==> config.mk <==
export PLATFORM = sky130hd
export DESIGN_NAME = fifo_uart_tx
export DESIGN_NICKNAME = d
export VERILOG_FILES = /design/src/rtl/fifo_uart_tx.sv
export SDC_FILE = /design/constraint.sdc
export NUM_CORES = 1
export LEC_CHECK = 0
export BUFFER_PORTS_ARGS = -buffer_cell sky130_fd_sc_hd__buf_2
export CAP_MARGIN = 20
export CELL_PAD_IN_SITES_DETAIL_PLACEMENT = 0
export CELL_PAD_IN_SITES_GLOBAL_PLACEMENT = 1
export CORE_MARGIN = 5
export CORE_UTILIZATION = 44
export DETAILED_ROUTE_END_ITERATION = 8
export PLACE_DENSITY_LB_ADDON = 0.1
export SLEW_MARGIN = 15
export SYNTH_ARGS = -nofsm -noshare
export SYNTH_HDL_FRONTEND = slang
export SYNTH_SLANG_ARGS = --single-unit
==> constraint.sdc <==
create_clock -name i_Clk -period 3.4 [get_ports i_Clk]
set_input_delay 0.34 -clock i_Clk [delete_from_list [all_inputs] [get_ports i_Clk]]
set_output_delay 0.34 -clock i_Clk [all_outputs]
set_load 0.03 [all_outputs]
==> src/rtl/fifo_uart_tx.sv <==
// UART transmitter that pulls words from an upstream FIFO (1-cycle read latency).
// Optional even parity bit when FIFO_UART_TX_PARITY_EN is defined.
//
// Ports:
//   i_Clk        system clock, rising edge
//   i_Reset      synchronous, active-high reset
//   i_Enable     permits new frames to start (sampled only in IDLE)
//   i_FIFO_Empty upstream FIFO empty flag (sampled only in IDLE)
//   i_FIFO_Data  upstream FIFO read data
//   o_FIFO_Rd    one-cycle read strobe, one per frame
//   o_Tx_Serial  UART line, idle high
//   o_Tx_Active  high from the read strobe through the last stop-bit clock
//   o_Tx_Done    one-cycle pulse on the last stop-bit clock
module fifo_uart_tx #(
  parameter int g_DATA_SIZE    = 8,
  parameter int g_CLKS_PER_BIT = 868
) (
  input  logic                   i_Clk,
  input  logic                   i_Reset,
  input  logic                   i_Enable,
  input  logic                   i_FIFO_Empty,
  input  logic [g_DATA_SIZE-1:0] i_FIFO_Data,
  output logic                   o_FIFO_Rd,
  output logic                   o_Tx_Serial,
  output logic                   o_Tx_Active,
  output logic                   o_Tx_Done
);

  localparam int CNT_W = $clog2(g_CLKS_PER_BIT);
  localparam int IDX_W =
    (g_DATA_SIZE > 1) ? $clog2(g_DATA_SIZE) : 1;
  localparam logic [CNT_W-1:0] CNT_LAST =
    CNT_W'(g_CLKS_PER_BIT - 1);
  localparam logic [IDX_W-1:0] IDX_LAST =
    IDX_W'(g_DATA_SIZE - 1);

  typedef enum logic [2:0] {
    IDLE,
    RD_REQ,
    RD_WAIT,
    LOAD,
    START,
    DATA,
    PARITY,
    STOP
  } state_t;

  state_t                 state_q, state_d;
  logic [CNT_W-1:0]       cnt_q, cnt_d;
  logic [IDX_W-1:0]       idx_q, idx_d;
  logic [g_DATA_SIZE-1:0] shift_q, shift_d;
  logic                   serial_q, serial_d;
  logic                   rd_q, rd_d;
  logic                   active_q, active_d;
  logic                   done_q, done_d;
  logic                   bit_end;
  logic                   in_frame;

  assign bit_end  = (cnt_q == CNT_LAST);
  assign in_frame = (state_q == START) || (state_q == DATA) ||
                    (state_q == PARITY) || (state_q == STOP);

  // Next-state, counters and shift register
  always_comb begin
    state_d = state_q;
    idx_d   = idx_q;
    shift_d = shift_q;
    cnt_d   = '0;
    if (in_frame && !bit_end) begin
      cnt_d = cnt_q + CNT_W'(1);
    end
    unique case (state_q)
      IDLE: begin
        idx_d = '0;
        if (i_Enable && !i_FIFO_Empty) begin
          state_d = RD_REQ;
        end
      end
      RD_REQ:  state_d = RD_WAIT;
      RD_WAIT: state_d = LOAD;
      LOAD: begin
        shift_d = i_FIFO_Data;
        state_d = START;
      end
      START: begin
        if (bit_end) begin
          state_d = DATA;
          idx_d   = '0;
        end
      end
      DATA: begin
        if (bit_end) begin
          if (idx_q == IDX_LAST) begin
`ifdef FIFO_UART_TX_PARITY_EN
            state_d = PARITY;
`else
            state_d = STOP;
`endif
          end else begin
            idx_d = idx_q + IDX_W'(1);
          end
        end
      end
      PARITY: begin
        if (bit_end) begin
          state_d = STOP;
        end
      end
      STOP: begin
        if (bit_end) begin
          state_d = IDLE;
        end
      end
    endcase
  end

  // Outputs are decoded from the next state so they
  // line up cycle-for-cycle with the registered state.
  always_comb begin
    serial_d = 1'b1;
    unique case (state_d)
      START:   serial_d = 1'b0;
      DATA:    serial_d = shift_d[idx_d];
      PARITY:  serial_d = ^shift_d;
      default: serial_d = 1'b1;
    endcase
    rd_d     = (state_d == RD_REQ);
    active_d = (state_d != IDLE);
    done_d   = (state_d == STOP) && (cnt_d == CNT_LAST);
  end

  always_ff @(posedge i_Clk) begin
    if (i_Reset) begin
      state_q  <= IDLE;
      cnt_q    <= '0;
      idx_q    <= '0;
      shift_q  <= '0;
      serial_q <= 1'b1;
      rd_q     <= 1'b0;
      active_q <= 1'b0;
      done_q   <= 1'b0;
    end else begin
      state_q  <= state_d;
      cnt_q    <= cnt_d;
      idx_q    <= idx_d;
      shift_q  <= shift_d;
      serial_q <= serial_d;
      rd_q     <= rd_d;
      active_q <= active_d;
      done_q   <= done_d;
    end
  end

  assign o_FIFO_Rd   = rd_q;
  assign o_Tx_Serial = serial_q;
  assign o_Tx_Active = active_q;
  assign o_Tx_Done   = done_q;

endmodule

======== Word-level counts from Yosys, hierarchy flattened ========
Cells that the tools add are included.
storage, ports and cells
  register bits after elaboration ......... 28
  input bits .............................. 12
cells by class
  add/subtract/negate cells ............... 2
  magnitude comparators ................... 1
  equality and inequality tests ........... 15
  multiplexer cells ....................... 16
  reductions and logical operators ........ 11
operators with widths
  operator               number
  $eq 3x3->1 const B     9
  $mux 3                 9
  $pmux 3 s8             1
  $eq 10x10->1 const B   2
  $add 10x1->10 const B  1
  $mux 10                1
  $pmux 3 s3             1
  $mux 8                 1
  $reduce_xor 8->1       1
  $eq 3x1->1 const B     2
  $eq 3x2->1 const B     2
  $lt 3x4->1 const B     1
  $add 3x1->3 const B    1
  $bmux 1 s3             1
  $logic_and 1x1->1      3
  $logic_not 3->1        1
  $logic_or 1x1->1       3
  $pmux 1 s3             1
  $reduce_bool 3->1      1
  $logic_not 1->1        2
  $mux 1                 1

======== Logic depth before layout (Yosys ltp) ========
  depth in word-level cells ............... 8
  depth in mapped cells ................... 8

======== Worst setup path after synthesis ========
Ideal clock, no wire load.
  path type ............................... reg-to-reg
  start ................................... register state_q[2]
  end ..................................... register serial_q, in the netlist o_Tx_Serial
  setup time .............................. 120 ps
  arrival ................................. 2300 ps
  setup slack ............................. 980 ps
  cell stages (with the launch flop) ...... 8
  buffers on the path ..................... 2
  path through ............................ dfxtp_1 -> buf_2 -> inv_2 -> nand3_1 -> buf_1 -> mux4_1 -> mux4_2 -> a211o_1
on the way
  longest elaborated chain between the ends .. 5
  elaborated cells between the ends (all ways) .. 24
  classes of those cells .................. eq/ne: 10; mux: 12; reduce/logical: 2
ends and longest elaborated chain
  what                                                               line      text
  from (decl)                                                        48        state_t state_q, state_d;
  from (signal assigned)                                             143       state_q <= state_d;
  $eq 3x3->1 (tied with other cells)                                 72        unique case (state_q)
  $pmux 3 s3 (tied with other cells)                                 72
  $bmux 1 s3 / $pmux 3 s8 (equally long branches)                    123, 72
  $mux 1 (not written as such) / $eq 3x3->1 (equally long branches)  123, 121
  $pmux 1 s3 *                                                       121       unique case (state_d)
  to (signal assigned)                                               147       serial_q <= serial_d;
  to (decl)                                                          52        logic serial_q, serial_d;
Mark *: on every way between the ends. The rest lies on a longest branch, timed or not. The select of a mux whose other input is x is not followed.
A chain may end at the register's enable or synchronous reset.

======== Worst setup path in the final report ========
  start ................................... register state_q[0]
  end ..................................... register serial_q, in the netlist o_Tx_Serial
Same word-level chain as after synthesis.

==> results.json <==
{
  "status": "finished, final reports clean",
  "setup_viol": 0,
  "worst_pin_slew_ns": 0.5460,
  "yosys.area.top_type": "dfxtp_1",
  "start_util": 0.4561,
  "vdd_drop_max_mv": 0.2153,
  "yosysWarnings": 0,
  "grt_pass1_vias": 1264,
  "hold_class": "primary input to register",
  "dp.cells": 219,
  "power_frac_seq": 0.587,
  "critPathArrivalTime_ns": 2.88,
  "p_switching_uw": 154.3,
  "boundaryPins": 16,
  "rr_startpoint": "state_q[0]",
  "setup_tns_ns": 0,
  "viasPerCell": 5.574,
  "synth_top_cells_by_area": "dfxtp_1 (37%), xnor2_1 (8.0%), mux4_1 (6.9%)",
  "cts.htree.levels": 1,
  "ys.flop_type": "dfxtp_1",
  "grt_pass1_wl_um": 5947,
  "grt_max_degree": 25,
  "synth.avg_cell_area_um2": 9.185,
  "clock_latency_ns": 0.33,
  "p_sw_frac": 0.2612,
  "vias": 1243,
  "synth.distinct_cells": 43,
  "relSlewSlack": 0.6350,
  "final_cells": 223,
  "r2r_setup_slack_ns": 0.76,
  "fp.dieH_um": 69.05,
  "post-route-period-util": 0.7752,
  "io_buffers": 15,
  "cts_sinks": 28,
  "cp-start-kind": "register",
  "r2r_end": "o_Tx_Serial",
  "grt.overflow.total": 0,
  "cp.required_ns": 3.65,
  "synth_seq_cells": 28,
  "synthArstFlopShare": 0,
  "cts_buffer_depth": 2,
  "crit_path_end_kind": "register",
  "drive_gt1_frac": 0.1469,
  "final_util": 0.4929,
  "synthCells": 167,
  "max-cap-violations": 0,
  "finalHoldViolations": 0,
  "crit_type": "register to register",
  "skew_ns": 0.01564,
  "post_cts_resized": 0,
  "firstDrtPassIters": 4,
  "drtAntennaViolNets": 0,
  "gp_congestion": 0.9014,
  "synth_top_area_share": 0.3654,
  "rsz0062_at_grt": "no",
  "reg2reg_depth": 4,
  "hp-start": "i_FIFO_Data[0]",
  "seq_area_frac_synth": 0.3654,
  "globalRouteTotalUtil": 0.1508,
  "clk_pin_slew_ns": 0.16,
  "detail_route.wirelength_um": 3382,
  "critPathMaxFanout": 15,
  "antenna_found_initial": 0,
  "numCtsBuffers": 3,
  "die-area_um2": 4767,
  "internal_power_uw": 436.5,
  "leakage_nw": 0.6475,
  "cts_root_buf": "clkbuf_4",
  "hold_depth": 3,
  "cts_tree": "built",
  "die_w_um": 69.05,
  "std_cell_rows": 21,
  "fmax_mhz": 379.4,
  "drcViolationCount": 0,
  "fin_nets": 192,
  "num_antenna_cells": 0,
  "core-area_um2": 3363,
  "area_growth_pct": 8.075,
  "finalMaxSlewViolations": 0,
  "synth_area_um2": 1534,
  "power_density_nw_per_um2": 356.4,
  "dpl.hpwl_um": 2537,
  "drt_iter0_markers": 168,
  "period_needed_ns": 2.636,
  "hold_path_end": "shift_q[0]",
  "post_cts_buffers": 0,
  "synth_nets": 181,
  "p_comb_frac": 0.133,
  "synth_edf_count": 0,
  "clockPowerShare": 0.280,
  "wl_per_cell_um": 15.17,
  "cts_hold_buf": 0
}
power by group through the flow:
| stage | Sequential [mW] | Combinational [mW] | Clock [mW] |
|---|---|---|---|
| floorplan | 0.352 | 0.0556 | 0 |
| CTS | 0.346 | 0.0788 | 0.169 |
| global route | 0.349 | 0.0842 | 0.187 |
| finish | 0.347 | 0.0787 | 0.165 |
| detailed placement | 0.353 | 0.0785 | 0 |
| global placement | 0.352 | 0.0777 | 0 |
final cells by class:
cell class	instances	area (um^2)
fill	343	1705
multi-input combinational	126	913.4
sequential	28	560.5
timing repair buffer	15	75.07
tap	46	57.56
clock buffer	4	36.28
inverter	4	15.01
synth_stat cells, types with 2 or more instances:
cell type,count
nand4_1,3
clkbuf_1,4
o21ai_0,2
mux4_1,4
ha_1,2
dfxtp_1,28
nand2_1,22
xor2_1,8
or4_1,2
nand3_1,7
nand2b_1,3
nor2_1,9
nor4_1,3
and3_1,4
nor3_1,8
nor2b_1,2
xnor2_1,14
or3_1,2
mux2i_1,2
a21oi_1,11
buf_2,3
inv_1,3
per-stage QoR:
| stage | total power, mW | setup WS [ns] | hold slack [ns] | instance area [um^2] |
|---|---|---|---|---|
| global placement | 0.4302 | 0.8338 | 0.4774 | 1622 |
| finish | 0.5908 | 0.7643 | 0.2573 | 1658 |
| floorplan | 0.4081 | 0.9801 | 0.4192 | 1534 |
| detailed placement | 0.4318 | 0.7954 | 0.4853 | 1622 |
| global route | 0.6199 | 0.5997 | 0.2372 | 1658 |
| CTS | 0.5936 | 0.7800 | 0.2502 | 1658 |
critical path, cell delays in order, from the launching register on:
cell,delay (ns)
dfxtp_1,0.63
nand3_1,0.51
mux4_1,0.64
mux4_2,0.48
a211o_1,0.29
registers in the layout (all words and copies together) (netlist names):
name	cells
cnt_q	10
shift_q	8
idx_q	3
state_q	3
o_FIFO_Rd	1
o_Tx_Active	1
o_Tx_Done	1
o_Tx_Serial	1
cells in the final DEF, fill, tap and decap left out, types with 2 or more instances in the layout:
cell	synthesis	final
a21oi_1	11	11
and3_1	4	4
buf_2	3	15
clkbuf_4	0	3
dfxtp_1	28	28
ha_1	2	2
inv_1	3	3
mux2i_1	2	2
mux4_1	4	4
nand2_1	22	22
nand2b_1	3	3
nand3_1	7	7
nand4_1	3	3
nor2_1	9	9
nor2b_1	2	2
nor3_1	8	8
nor4_1	3	3
o21ai_0	2	2
or3_1	2	2
or4_1	2	2
xnor2_1	14	14
xor2_1	8	8
layer usage:
layer,global-route usage,up-vias,part of all wire
met3,0.03779,6,0.028
met5,0,-,0
met2,0.2383,18,0.47
met1,0.2002,599,0.48
li1,-,620,-
met4,0.04989,0,0.014
kinds of logic (layout without fill, tap and decap cells):
group	count (synthesis)	in the layout	share of synthesized area
AO/OA/AOI/OAI	22	22	0.1036
AND/OR/NAND/NOR	72	72	0.2463
flip-flops	28	28	0.3654
XOR/XNOR	22	22	0.1256
adder cells (fa/ha/maj)	2	2	0.01631
multiplexers	8	8	0.1036
buffers and inverters	13	23	0.03914
how the worst max path moves through the flow:
| stage | start | endpoint | slack, ns | cells after the start |
|---|---|---|---|---|
| floorplan | state_q[2] | o_Tx_Serial | 0.98 | 7 |
| global placement | cnt_q[3] | o_Tx_Serial | 0.83 | 6 |
| detailed placement | state_q[0] | o_Tx_Serial | 0.80 | 4 |
| CTS | state_q[0] | o_Tx_Serial | 0.78 | 4 |
| global route | state_q[0] | o_Tx_Serial | 0.60 | 4 |
| finish | state_q[0] | o_Tx_Serial | 0.76 | 4 |
(Power assumes the default switching activity.)
